`src/rtl/vault_sequencer.sv`:
```
// Vault unlock sequencer: walks five external phase blocks in order, opens
// the vault when all five complete, and charges a failed attempt (with a
// backoff penalty) whenever a phase fails or times out. Running out of
// attempts latches a terminal alarm that only reset_n can clear.
// Every output is a flop loaded from the next-state decode, so the outputs
// line up with the state they describe and carry no combinational paths.
module vault_sequencer #(
  parameter int PHASE_TIMEOUT  = 32,
  parameter int MAX_ATTEMPTS   = 3,
  parameter int BACKOFF_CYCLES = 8
) (
  input  logic       clk,
  input  logic       reset_n,
  input  logic       start,
  input  logic       abort,
  input  logic [4:0] phase_done,
  input  logic [4:0] phase_fail,
  output logic [4:0] phase_start,
  output logic       phase_clear,
  output logic [2:0] active_phase,
  output logic       vault_open,
  output logic       alarm,
  output logic [1:0] attempts_left
);

  typedef enum logic [2:0] {
    S_IDLE,
    S_LAUNCH,
    S_WAIT,
    S_PENALTY,
    S_BACKOFF,
    S_OPEN,
    S_LOCKOUT
  } state_t;

  localparam logic [7:0] TIMER_LAST    = 8'(PHASE_TIMEOUT - 1);
  localparam logic [7:0] BACKOFF_LAST  = 8'(BACKOFF_CYCLES - 1);
  localparam logic [1:0] ATTEMPTS_INIT = 2'(MAX_ATTEMPTS);
  localparam logic [2:0] LAST_IDX      = 3'd4;
  localparam logic [2:0] NO_PHASE      = 3'b111;

  state_t     state, state_next;
  logic [2:0] idx, idx_next;
  // Shared between the per-phase watchdog in WAIT and the BACKOFF hold
  // counter; the two uses never overlap and both fit in 8 bits.
  logic [7:0] timer, timer_next;
  logic [1:0] attempts_next;
  logic       abort_taken;

  logic [4:0] phase_start_next;
  logic       phase_clear_next;
  logic [2:0] active_phase_next;
  logic       vault_open_next;
  logic       alarm_next;

  // State, datapath and output registers.
  always_ff @(posedge clk or negedge reset_n) begin
    if (!reset_n) begin
      state         <= S_IDLE;
      idx           <= '0;
      timer         <= '0;
      attempts_left <= ATTEMPTS_INIT;
      phase_start   <= '0;
      phase_clear   <= 1'b0;
      active_phase  <= NO_PHASE;
      vault_open    <= 1'b0;
      alarm         <= 1'b0;
    end else begin
      // NOTE: non-blocking assignments so every flop samples the values
      // from before this edge, regardless of statement order.
      state         <= state_next;
      idx           <= idx_next;
      timer         <= timer_next;
      attempts_left <= attempts_next;
      phase_start   <= phase_start_next;
      phase_clear   <= phase_clear_next;
      active_phase  <= active_phase_next;
      vault_open    <= vault_open_next;
      alarm         <= alarm_next;
    end
  end

  // Next-state and datapath decode; abort overrides everything at the end.
  always_comb begin
    // NOTE: defaults first so every path assigns every signal and no
    // latch can be inferred.
    state_next    = state;
    idx_next      = idx;
    timer_next    = timer;
    attempts_next = attempts_left;
    abort_taken   = 1'b0;

    unique case (state)
      S_IDLE: begin
        if (start && !abort) begin
          idx_next   = '0;
          state_next = S_LAUNCH;
        end
      end
      S_LAUNCH: begin
        timer_next = '0;
        state_next = S_WAIT;
      end
      S_WAIT: begin
        timer_next = timer + 8'd1;
        // Only the active phase's bits matter; fail beats done beats timeout.
        if (phase_fail[idx]) begin
          state_next = S_PENALTY;
        end else if (phase_done[idx]) begin
          if (idx == LAST_IDX) begin
            state_next    = S_OPEN;
            attempts_next = ATTEMPTS_INIT;
          end else begin
            idx_next   = idx + 3'd1;
            state_next = S_LAUNCH;
          end
        end else if (timer == TIMER_LAST) begin
          state_next = S_PENALTY;
        end
      end
      S_PENALTY: begin
        attempts_next = attempts_left - 2'd1;
        timer_next    = '0;
        state_next    = (attempts_left == 2'd1) ? S_LOCKOUT : S_BACKOFF;
      end
      S_BACKOFF: begin
        timer_next = timer + 8'd1;
        if (timer == BACKOFF_LAST) begin
          state_next = S_IDLE;
        end
      end
      S_OPEN: begin
        state_next = S_OPEN;
      end
      S_LOCKOUT: begin
        state_next = S_LOCKOUT;
      end
      default: begin
        state_next = S_IDLE;
      end
    endcase

    // Abort cancels the attempt without charging it; LOCKOUT is deaf to it
    // and IDLE has nothing to cancel.
    if (abort && state != S_IDLE && state != S_LOCKOUT) begin
      state_next    = S_IDLE;
      idx_next      = idx;
      timer_next    = timer;
      attempts_next = attempts_left;
      abort_taken   = 1'b1;
    end
  end

  // Output decode from the upcoming state, registered above.
  always_comb begin
    phase_start_next  = '0;
    phase_clear_next  = 1'b0;
    active_phase_next = NO_PHASE;
    vault_open_next   = 1'b0;
    alarm_next        = 1'b0;

    if (state_next == S_LAUNCH) begin
      phase_start_next = 5'b00001 << idx_next;
    end

    // Clear pulses: first BACKOFF cycle after a penalty, first IDLE cycle
    // after an abort, and held for the whole of LOCKOUT. None of these
    // can coincide with LAUNCH, so phase_start and phase_clear never overlap.
    phase_clear_next = (state_next == S_LOCKOUT) || abort_taken ||
                       (state == S_PENALTY && state_next == S_BACKOFF);

    if (state_next == S_LAUNCH || state_next == S_WAIT ||
        state_next == S_PENALTY) begin
      active_phase_next = idx_next;
    end

    vault_open_next = (state_next == S_OPEN);
    alarm_next      = (state_next == S_LOCKOUT);
  end

endmodule

```
`config.mk`:
```
export PLATFORM = sky130hd
export DESIGN_NAME = vault_sequencer
export DESIGN_NICKNAME = d
export VERILOG_FILES = /design/src/rtl/vault_sequencer.sv
export SDC_FILE = /design/constraint.sdc
export NUM_CORES = 1
export LEC_CHECK = 0
export ABC_AREA = 0
export CAP_MARGIN = 20
export CORE_UTILIZATION = 45
export CTS_BUF_LIST = sky130_fd_sc_hd__clkbuf_8
export CTS_CLUSTER_SIZE = 40
export DETAILED_ROUTE_END_ITERATION = 8
export PLACE_DENSITY = 0.67
export REMOVE_ABC_BUFFERS = 1
export SLEW_MARGIN = 20
export SYNTH_ARGS = -nofsm -noshare
export SYNTH_HDL_FRONTEND = slang
export SYNTH_SLANG_ARGS = --single-unit
```
`constraint.sdc`:
```
create_clock -name clk -period 4.45 [get_ports clk]
set_clock_uncertainty 0.05 [all_clocks]
set_input_delay 0.6675 -clock clk [delete_from_list [all_inputs] [get_ports clk]]
set_output_delay 0.6675 -clock clk [all_outputs]
set_load 0.05 [all_outputs]
```
==> results of run 1 <==
==> critical path: stages <==
cell and delay [ns]:
sky130_fd_sc_hd__clkdlybuf4s50_1 0.49, sky130_fd_sc_hd__or3b_1 0.35, sky130_fd_sc_hd__a222oi_1 0.56, sky130_fd_sc_hd__nor3_2 0.21, sky130_fd_sc_hd__and2_1 0.20, sky130_fd_sc_hd__o21ai_2 0.19, sky130_fd_sc_hd__mux2_1 0.35
==> where the power goes <==
part           total, mW  switching (mW)  leakage [nW]  internal [mW]
clock network      0.139          0.0752        0.0217         0.0635
registers          0.443           0.124         0.344          0.319
logic              0.596           0.346         0.504          0.250
==> placed cells by master (no fill, tap or decap), types with 3 or more instances in the layout <==
master and instances:
sky130_fd_sc_hd__clkdlybuf4s50_1 26, sky130_fd_sc_hd__dfrtp_1 22, sky130_fd_sc_hd__nor2_1 18, sky130_fd_sc_hd__nand2_1 14, sky130_fd_sc_hd__o21ai_0 8, sky130_fd_sc_hd__inv_1 7
sky130_fd_sc_hd__nor2b_1 6, sky130_fd_sc_hd__nand2b_1 6, sky130_fd_sc_hd__nor3_1 6, sky130_fd_sc_hd__nand3_1 6, sky130_fd_sc_hd__nor3_2 5, sky130_fd_sc_hd__a21oi_1 5
sky130_fd_sc_hd__xor2_1 5, sky130_fd_sc_hd__dfstp_2 5, sky130_fd_sc_hd__nand3b_1 4, sky130_fd_sc_hd__ha_1 4, sky130_fd_sc_hd__and2_1 3, sky130_fd_sc_hd__clkbuf_8 3
==> how the worst max path moves through the flow <==
| stage | startpoint | endpoint | slack [ns] | depth (start not counted) |
|---|---|---|---|---|
| after detailed placement | phase_fail[4] | attempts_left[0] | 1.30 | 7 |
| after floorplan | phase_fail[4] | attempts_left[0] | 2.12 | 6 |
| after global placement | phase_fail[4] | attempts_left[0] | 1.36 | 7 |
| after CTS | phase_fail[4] | attempts_left[0] | 1.59 | 7 |
| final | phase_fail[4] | attempts_left[0] | 1.58 | 7 |
| after global routing | abort | active_phase[2] | 1.41 | 7 |
==> logic make-up (layout without fill, tap and decap cells) <==
| logic type | after synthesis | count (layout) | share of synthesized area [%] |
|---|---|---|---|
| AOI/OAI and AO/OA | 40 | 40 | 18.09 |
| xor gates and xnor gates | 6 | 6 | 3.002 |
| adders and majority gates | 4 | 4 | 2.859 |
| buffers and inverters | 17 | 40 | 5.719 |
| DFF | 27 | 27 | 38.96 |
| muxes | 4 | 4 | 2.573 |
| and+or+nand+nor | 86 | 86 | 28.81 |
==> flip-flops by register name, summed over array words and instances (netlist names) <==
signal and count:
active_phase 3, idx 3, timer 8, attempts_left 2, alarm 1, phase_clear 1, phase_start 5, vault_open 1
state 3
==> per-stage QoR <==
step	util (%)	power, mW
final	55.87	1.177
after global routing	55.87	1.277
after CTS	55.87	1.181
after detailed placement	54.55	1.040
after global placement	54.55	1.025
after floorplan	-	0.8675
==> layer usage <==
metal,global-route usage (%),vias to the layer above,wire length (um)
met5,0,-,0
met4,4.722,0,17
met3,1.607,2,115
met2,28.68,40,1643
met1,28.67,692,1758
li1,-,703,-
==> cell type report <==
class,instances,area (um^2),share of cell area [%]
timing repair buffer,27,267.8,12.99
tap,48,60.06,2.914
inverter,9,33.78,1.639
clock buffer,3,41.29,2.004
clock inverter,1,7.507,0.3643
multi-input combinational,140,968.4,46.99
sequential,27,681.9,33.09
==> results by stage, run 1 <==
CTS:
- The cell sitting at the root of the clock tree is a sky130_fd_sc_hd__clkbuf_8.
- CTS saw 27 sinks.
- For the worst-skew pair, the clock arrives at the later sink with an insertion delay of 0.27 ns.
- Buffers inserted to repair hold after CTS numbered 0.
- In this run the deepest clock path goes through 2 buffers.
- The CTS H-tree depth is 1.
- Once the clock tree was built, the setup fixing pass inserted 0 buffers.
- The CTS tree is built.
- The post-cts resize count is 0.
- The clock transition time at the flip-flop clock pins of the worst setup and hold paths is ~0.09 ns.
- The number of buffers added by the clock tree synthesis step is 3.

Finish:
- The number of antenna diodes in the final layout is 0.
- Counting the fill cells in the layout gives 348.
- After the flow finishes, the layout carries non-filler instances totaling 255.
- The final non-filler cell area is 2061 um^2.
- Cells with a size suffix above 1 make up 14.98% of the layout.
- The area growth from synthesis to layout is 17.73%.
- The number of nets in the final layout is 226.

Floorplanning:
- The initialized floorplan defines 22 standard-cell rows.
- The die area is approximately 4100 um^2.
- The region available for standard cell placement spans between 3000 and 4000 um^2.
- The number of primary I/O pins is 27.
- From left edge to right edge, the die measures 64.37 um.
- The die extent in y is 64.37 um.
- The starting utilization of the core area is 47.46%.

Placement:
- The post-placement setup slack is about 1.3 ns.
- Including well taps, the total number of placed cells is 251.
- The placement-stage cell area is between 2000 and 2500 um^2.
- Routability-driven placement finished with a final weighted congestion of 0.8327.
- In this run the tool buffered the top-level ports with 26 buffer cells.
- After legalization and detailed placement, the total HPWL measured 2.704 mm.

Yosys:
- After synthesis the netlist holds a flip-flop and latch count of 27.
- The most used flip-flop cell after synthesis is sky130_fd_sc_hd__dfrtp_1.
- The number of instances in the synthesized netlist is 184.
- In this run the biggest area consumer among cell types represents 31.45% of the synthesized area.
- The proportion of synthesized flip-flops having asynchronous set or reset is 100.0%.
- The number of synthesis warnings is 0.
- By count the netlist is led by 22 x sky130_fd_sc_hd__dfrtp_1, 18 x sky130_fd_sc_hd__nor2_1, 14 x sky130_fd_sc_hd__nand2_1.
- By area the synthesized netlist is led by sky130_fd_sc_hd__dfrtp_1 31%, sky130_fd_sc_hd__dfstp_2 7.5%, sky130_fd_sc_hd__nor2_1 3.9%.
- For this run, the register share of the synthesized area comes to just under 40%.
- The synthesized netlist contains 60 unique library cells.
- Each instance of the synthesized netlist takes up on average 9.513 um^2.
- After synthesis the cells add up to roughly 1800 um^2.
- In the post-synthesis netlist, the cell with the most instances is sky130_fd_sc_hd__dfrtp_1.
- The top cell type by total area after synthesis is sky130_fd_sc_hd__dfrtp_1.
- Counting flops with a built-in enable in the synthesized netlist gives 0.

Worst setup path:
- The maximum fanout encountered on the critical timing path is 5.
- The worst setup slack for register-to-register paths is 1.81 ns.
- The kind of end point of the critical path is a flip-flop.
- The required time at the worst-slack endpoint is 4.60 ns.
- The critical path class is primary input to flip-flop.
- The worst register-to-register path ends at attempts_left[0].
- In this run the critical register-to-register path is launched from idx[0].
- The cell count of the worst reg-to-reg path is 6.
- For the worst setup path, the data arrival time is 3.03 ns.
- The worst setup path is launched from a primary input.

GRT:
- The initial antenna violation count is 0.
- The pin count of the biggest net entering global routing is 28.
- The first global-routing pass estimated about 6.2 mm of wire.
- In the global route stage, overall resource usage came out at a little under a fifth.
- Summed over all layers, the global routing overflow is 0.
- The via count of the first global-routing pass was 1348.

Detailed routing:
- The count of antenna-violating nets left after detailed routing is 0.
- The per-cell via count in the routed design is 5.635.
- The final route contains roughly 1400 vias.
- For this run, the detailed router's first-pass iteration total came to 4.
- The detailed router finished its first iteration with 58 violations.
- The aggregate routed wire length is roughly 3.5 mm.
- The routed wirelength normalized by instance count is 13.86 um.
- The remaining design rule violation count is 0.

Timing:
- Setup repair after global routing left no endpoint under its margin.
- On the final layout, the worst hold slack is 0.4911 ns.
- The actual slew at the worst max-slew pin is ~0.74 ns.
- The worst path meets setup with 1.576 ns of slack.
- Based on the critical path, the design can be clocked at up to 0.3479 GHz.
- The number of endpoints failing setup at the final stage is 0.
- The total count of max-transition violations in the final report is 0.
- After layout, the worst path uses 64.59% of the clock period.
- The final-layout setup total negative slack is 0 ns.
- The headroom to the max-slew limit is 50.58%.
- The final hold violation count is 0.
- The minimum period implied by the final worst setup slack is 2.874 ns.

Run status:
- The run finished with clean final reports.

Worst hold path:
- The type of the worst min-delay path is flip-flop to flip-flop.
- The worst hold path begins at attempts_left[1].
- For hold timing, the worst endpoint is attempts_left[1].
- The worst hold path passes through 2 cells.

Pwr:
- The maximum VDD drop is 0.0002337 V.
- The leakage power summed over all cells is approximately 0.87 nW.
- The power per standard cell area is 571.3 nW/um^2.

Job:
- Max-cap violations in this run came to 0.
Power figures use the tool's default switching activity.
==> run 2, diff against run 1 <==
clock period = 2.8 ns   (was 4.45 ns; I/O delays follow)
==> run 2 against run 1 <==
Cell count is 2.4% higher. Combinational power is 78% higher. Cell area is 2.2% higher. Worst setup slack worse by 1.2 ns. Total power is 65% higher. Critical path depth is 1 higher. Sequential share of layout area is 0.67 points lower. Core utilization is 1.3 points higher. Non-clock buffer count is 6 higher. Largest power group unchanged.
==> results by stage, run 2 (synthesized netlist as in run 1, its figures left out) <==
Pwr:
- The power per standard cell area is between 900 and 1000 nW/um^2.
- IR analysis of the VDD net gives a maximum drop of 0.0003681 V.
- The leakage power summed over all cells is 0.8980 nW.

Placement:
- The count of buffers added on input and output ports is 26.
- The congestion estimate from routability-driven global placement came to about 0.85.
- The post-placement setup slack is 0.1112 ns.
- Summed over all nets, the half-perimeter wirelength after detailed placement is between 2 and 3 mm.
- The number of cells after detailed placement is approximately 260.

Worst setup path:
- The most used cell along the critical path is sky130_fd_sc_hd__nor3_2.
- The slowest stage of the critical path belongs to the cell sky130_fd_sc_hd__dfrtp_2.
- The cell count of the worst reg-to-reg path is 8.
- The worst reg2reg path startpoint is idx[0].
- Counting both buffers and inverters, the worst setup path holds a total of 2.
- The arrival time at the worst endpoint is 2.61 ns.
- The most critical setup path has its endpoint at phase_start[4].
- Along the worst path, the maximum fanout reaches 12.
- The signal on the critical path passes through mux2i_1 -> a222oi_1 -> buf_4 -> nor3_2 -> o21bai_1 -> a32oi_2 -> inv_2 -> nor3_2.
- The kind of cell with the highest combined delay along the critical path is simple AND/OR/NAND/NOR gates.
- The worst register-to-register path has a setup slack of 0.33 ns.
- In this run the worst setup path begins at idx[0].
- The critical path depth in cells is 8.
- The critical path launch point type is a flip-flop.
- For the worst setup path, the data required time is approximately 3 ns.
- The worst setup path is captured at a flip-flop.
- In this run the critical register-to-register path is captured at phase_start[4].
- The critical path class is flip-flop to flip-flop.
- In this design, the stage delay of the slowest critical-path cell is 0.55 ns.

Finish:
- The non-filler instance count after layout is 261.
- For this run, the post-layout net count is ~230.
- More flip-flops sit in one register than any other, and that register is timer.
- At the end of the flow the core is filled with cells to 57.12%.
- The area growth from synthesis to layout is 20.37%.
- Leaving out fill and tap cells, the most frequent cells in the layout are 26 x sky130_fd_sc_hd__clkdlybuf4s50_1, 21 x sky130_fd_sc_hd__dfrtp_1, 18 x sky130_fd_sc_hd__nor2_1.
- In the final layout, the registers with the most flip-flops are timer (8), phase_start (5).
- The repair_antennas step left the layout with diodes totalling 0.
- The register with the most flip-flops in the layout has 8 of them.
- The layout cell share with drive strength beyond 1 is 17.84%.
- The most common library cell in the layout ignoring fill and taps is sky130_fd_sc_hd__clkdlybuf4s50_1.

CTS:
- Buffers inserted during clock tree synthesis total 3.
- The post-cts resize count is 0.
- The clock transition time at the flip-flop clock pins of the worst setup and hold paths is 0.09 ns.
- The number of hold buffers added after CTS is 0.
- After clock tree synthesis, the setup repair step added 0 buffers.
- In this run the number of H-tree levels came out at 1.
- The count of clock tree sinks is 27.
- TritonCTS built the clock tree.
- The root cell of the clock tree is sky130_fd_sc_hd__clkbuf_8.
- The clock latency on the worst-skew pair is 0.27 ns.
- The largest buffer count on any clock path is 2.

Detailed routing:
- The length of the first detailed-routing pass in iterations is 4.
- The final route contains approximately 1500 vias.
- The per-cell via count in the routed design is 5.686.
- The count of antenna-violating nets left after detailed routing is 0.
- The remaining design rule violation count is 0.
- The aggregate routed wire length is 3.910 mm.
- For this block, the initial DRC count from the detailed router was 52.
- The routed wirelength normalized by instance count is 14.98 um.

GRT:
- The via count of the first global-routing pass is around 1500.
- Across every metal layer, demand over resource in global routing totals 20.33%.
- The pin count of the biggest net entering global routing is 28.
- The first-pass GRT wire length is 6.686 mm.
- Summed over all layers, the global routing overflow is 0.
- The initial antenna violation count is 0.

Floorplanning:
- The floorplan step set the die height to 64.37 um.
- The number of primary I/O pins is 27.
- In this run the standard cell core region covers 3689 um^2.
- The total number of placement rows is 22.
- The initial utilization of the core area, before any placement, comes to between 40% and 50%.
- The die area is approximately 4100 um^2.
- The width of the die is about 64 um.

Timing:
- The final critical path takes up about 90% of the cycle.
- The smallest clock period supported by the final layout is computed as 2.466 ns.
- The hold slack is around 0.46 ns.
- The total count of max-transition violations in the final report is 0.
- The worst path meets setup with 0.3340 ns of slack.
- At the pin with the least slew margin, the transition time is around 0.53 ns.
- The number of endpoints failing setup at the final stage is 0.
- The final-layout setup total negative slack is 0 ns.
- Setup repair after global routing left no endpoint under its margin.
- Measured against its own limit, the worst slew margin works out to 64.92%.
- The maximum operating frequency is 0.4055 GHz.
- The final hold violation count came to 0.

Worst hold path:
- In this run the worst hold path is classified as primary input to async pin.

Job:
- The max capacitance violation total is 0.

Run status:
- The run finished with clean final reports.
run 2: how the worst min path moves through the flow:
stage / startpoint / to / slack (ns)
5_1_grt: reset_n / alarm / 0.49
3_3_place_gp: attempts_left[1] / attempts_left[1] / 0.43
6_report: reset_n / timer[7] / 0.46
3_5_place_dp: attempts_left[1] / attempts_left[1] / 0.47
4_1_cts: reset_n / alarm / 0.47
2_1_floorplan: reset_n / alarm / 0.07
run 2: through the flow:
stage,instance area [um^2],power (mW)
2_1_floorplan,1684,1.379
3_3_place_gp,2057,1.675
3_5_place_dp,2057,1.711
4_1_cts,2106,1.938
5_1_grt,2107,2.084
6_report,2107,1.940
run 2: area by class of cell:
type,count,area (um^2)
inverter,9,33.78
fill,352,1582
timing repair buffer,33,312.8
clock inverter,1,7.507
tap,48,60.06
sequential,27,683.2
multi-input combinational,140,968.4
clock buffer,3,41.29
run 2: layer usage:
layer	GRT usage (%)	part of all wire, %	vias to the layer above
li1	-	-	716
met1	28.12	46	712
met2	33.16	48	52
met3	1.964	4.9	4
met4	6.667	0.61	0
met5	0	0	-
run 2: worst register-to-register path: stages (launching register included):
cell and delay, ns:
sky130_fd_sc_hd__dfrtp_2 0.55, sky130_fd_sc_hd__mux2i_1 0.32, sky130_fd_sc_hd__a222oi_1 0.13, sky130_fd_sc_hd__buf_4 0.17, sky130_fd_sc_hd__nor3_2 0.41, sky130_fd_sc_hd__o21bai_1 0.17, sky130_fd_sc_hd__a32oi_2 0.29, sky130_fd_sc_hd__inv_2 0.11
sky130_fd_sc_hd__nor3_2 0.19
run 2: power by group:
part	leakage (nW)	internal, mW	switching (mW)	total [mW]
Clock	0.0217	0.101	0.123	0.224
Sequential	0.342	0.509	0.149	0.658
Combinational	0.534	0.432	0.626	1.06
==> run 3, diff against run 2 <==
PLACE_DENSITY = 0.69   (was 0.67)
==> run 3 against run 2 <==
Count of clock-buffer cells in the layout did not move. Sequential power barely moved. Critical path depth did not move. Core utilization did not move. Non-clock buffer count did not move. Worst setup slack improved by 0.028 ns. Worst hold slack barely moved. Combinational power barely moved. Die area did not move. Global-route usage rose by 0.56 points. Largest power group unchanged. Clock power barely moved. Cell area did not move.
==> results by stage, run 3 (synthesized netlist as in run 1, its figures left out) <==
Worst setup path:
- STA puts the critical path data required time at 2.95 ns.
- The critical path is of the flip-flop to flip-flop type.
- The signal on the critical path passes through mux2i_1 -> a222oi_1 -> buf_4 -> nor4_1 -> o21bai_1 -> a21oi_4 -> inv_2 -> nor3_2.
- The worst setup path is captured at a flip-flop.
- On the worst path, the slowest cell contributes a delay of 0.55 ns.
- The critical path launch point type is a flip-flop.
- The slowest stage of the critical path belongs to the cell sky130_fd_sc_hd__dfrtp_2.
- STA puts the critical path data arrival time at 2.58 ns.
- The maximum fanout encountered on the critical timing path is 12.

Timing:
- The actual slew at the worst max-slew pin is 0.5420 ns.
- Setup violations remaining at the end of the flow were counted as 0.
- Headroom to the max-slew limit came out at 63.86%.
- The total count of max-transition violations in the final report is 0.
- Summed over all failing endpoints, the final setup total negative slack is 0 ns.
- Setup repair after global routing left no endpoint under its margin.
- The final hold violation count was 0.
- Static timing analysis puts the maximum clock frequency at 0.4102 GHz.
- The portion of the clock cycle consumed by the worst path in the final layout is 87.07%.
- The routed design could run at a clock period as short as approximately 2.4 ns.

Pwr:
- For this design the ratio of total power to cell area is 916.8 nW/um^2.
- In this run the static leakage power is 0.8980 nW.
- The maximum VDD drop is 0.0003717 V.

CTS:
- The tree is rooted in a sky130_fd_sc_hd__clkbuf_8.
- In this run the number of H-tree levels came out at 1.
- The count of clock tree sinks is 27.
- The clock transition time at the flip-flop clock pins of the worst setup and hold paths is 0.10 ns.
- TritonCTS built the clock tree.
- The largest buffer count on any clock path is 2.
- The later pin in the worst-skew pair is clocked with a latency of 0.27 ns.
- TritonCTS created 3 clock buffers.
- In this run the post-CTS setup repair buffer count came out at 0.

Finish:
- The antenna diode instance count is 0.
- The most common library cell in the layout ignoring fill and taps is sky130_fd_sc_hd__clkdlybuf4s50_1.
- The register with the most flip-flops in the layout has 8 of them.
- The area growth from synthesis to layout is 20.37%.
- In the layout the commonest cells are 26 x sky130_fd_sc_hd__clkdlybuf4s50_1, 21 x sky130_fd_sc_hd__dfrtp_1, 18 x sky130_fd_sc_hd__nor2_1.
- Cells with a size suffix above 1 make up roughly 18% of the layout.
- More flip-flops sit in one register than any other, and that register is timer.
- For this run, the post-layout net count is 232.
- In the final layout, the registers with the most flip-flops are timer (8), phase_start (5).
- With fillers left out, the area of the finished cells amounts to 2107 um^2.

Detailed routing:
- The first detailed-routing pass took 4 iterations.
- The routed layout has between 1000 and 1500 vias.
- For this run, design rule violations remaining after detail routing come to 0.
- The routed wirelength normalized by instance count is 14.61 um.
- The detail route stage leaves a number of antenna-violating nets equal to 0.
- The aggregate routed wire length is 3.812 mm.
- In the routed layout, each cell is associated on average with a via count of 5.613.
- The violation count after the first detailed-routing iteration is 62.

GRT:
- In the global route stage, overall resource usage came out at a little over a fifth.
- Entering global routing, the biggest net connects 28 pins.
- The via count of the first global-routing pass was 1472.
- In this run the most used layer during global routing was met2.
- In the global route stage, met2 resource usage came out at roughly 34%.
- The met1 track demand over resource in global routing is 30.28%.
- The total overflow left after global routing is 0.
- For this run, global-route usage on met3 was measured as 1.786%.
- The first-pass GRT wire length is a little under 7 mm.
- The initial antenna violation count is 0.

Floorplanning:
- The total number of placement rows is 22.
- The die extent in y is 64.37 um.
- The initial utilization of the core area, before any placement, comes to 47.46%.
- The die is ~64 um wide.
- The total area inside the core boundary comes to 3689 um^2.
- The floorplan step defined a die boundary enclosing 4144 um^2.
- Pin placement for this block handled 27 I/O pins.

Job:
- The tool flagged a number of max-cap violations equal to 0.

Worst hold path:
- The worst hold path belongs to the class primary input to async pin.

Run status:
- The flow ran to the end, and the final reports show no timing, DRC or antenna violations.

Placement:
- The quantity of I/O buffers inserted on ports is 26.
- At the end of routability-driven placement, the weighted congestion stood at just under 0.9.
- The HPWL after detailed placement is slightly below 3 mm.
- The placement-stage cell area is 2057 um^2.
[run 3: cell counts in the layout (fill, tap and decap cells not counted)]
Identical to the previous run, type by type.
[run 3: final timing paths]
kind	start	depth (start not counted)	slack [ns]	to
max	idx[0]	8	0.36	phase_start[0]
min	reset_n	2	0.46	timer[5]
max reg2reg	idx[0]	8	0.36	phase_start[0]
min reg2reg	attempts_left[1]	2	0.47	attempts_left[1]
max in group asynchronous	reset_n	2	1.94	active_phase[0]
min in group clk	attempts_left[1]	2	0.47	attempts_left[1]
[run 3: timing repair]
action / 4_1_cts / 5_1_grt
endpoints found under the setup margin: 0 / 3
hold buffers: 0 / 0
resized for setup: 0 / 1
[run 3: routing by layer]
| metal | part of all wire [%] | vias to the layer above |
|---|---|---|
| met2 | 48 | 29 |
| li1 | - | 723 |
| met4 | 0.66 | 0 |
| met1 | 48 | 711 |
| met5 | 0 | - |
| met3 | 3.4 | 2 |
[run 3: worst max-delay path, delay by kind of cell, from the launching register on]
family	cells	cell delay, ns
simple gates	2	0.62
compound gates	3	0.58
flops	1	0.55
mux	1	0.32
buf+inv	2	0.25
[run 3: stage by stage]
| step | power, mW | std cells | util (%) | hold WS [ns] | setup WS [ns] |
|---|---|---|---|---|---|
| floorplan | 1.379 | 176 | - | 0.07441 | 0.5678 |
| global placement | 1.670 | 257 | 55.77 | 0.4346 | 0.2308 |
| detailed placement | 1.708 | 257 | 55.77 | 0.4590 | 0.1621 |
| CTS | 1.931 | 261 | 57.09 | 0.4729 | 0.2068 |
| global route | 2.091 | 261 | 57.12 | 0.4802 | 0.1337 |
| finish | 1.932 | 261 | 57.12 | 0.4602 | 0.3620 |
[run 3: where the power goes]
part	internal (mW)	switching, mW	leakage [nW]	total [mW]
Combinational	0.433	0.619	0.534	1.05
Clock	0.101	0.124	0.0217	0.224
Sequential	0.509	0.147	0.342	0.656
Total	1.04	0.889	0.898	1.93
[run 3: layout make-up]
cell class                      count  area (um^2)
Clock buffer                        3        41.29
Clock inverter                      1        7.507
Fill cell                         336         1582
Inverter                            9        33.78
Multi-Input combinational cell    140        968.4
Sequential cell                    27        683.2
Tap cell                           48        60.06
Timing Repair Buffer               33        312.8
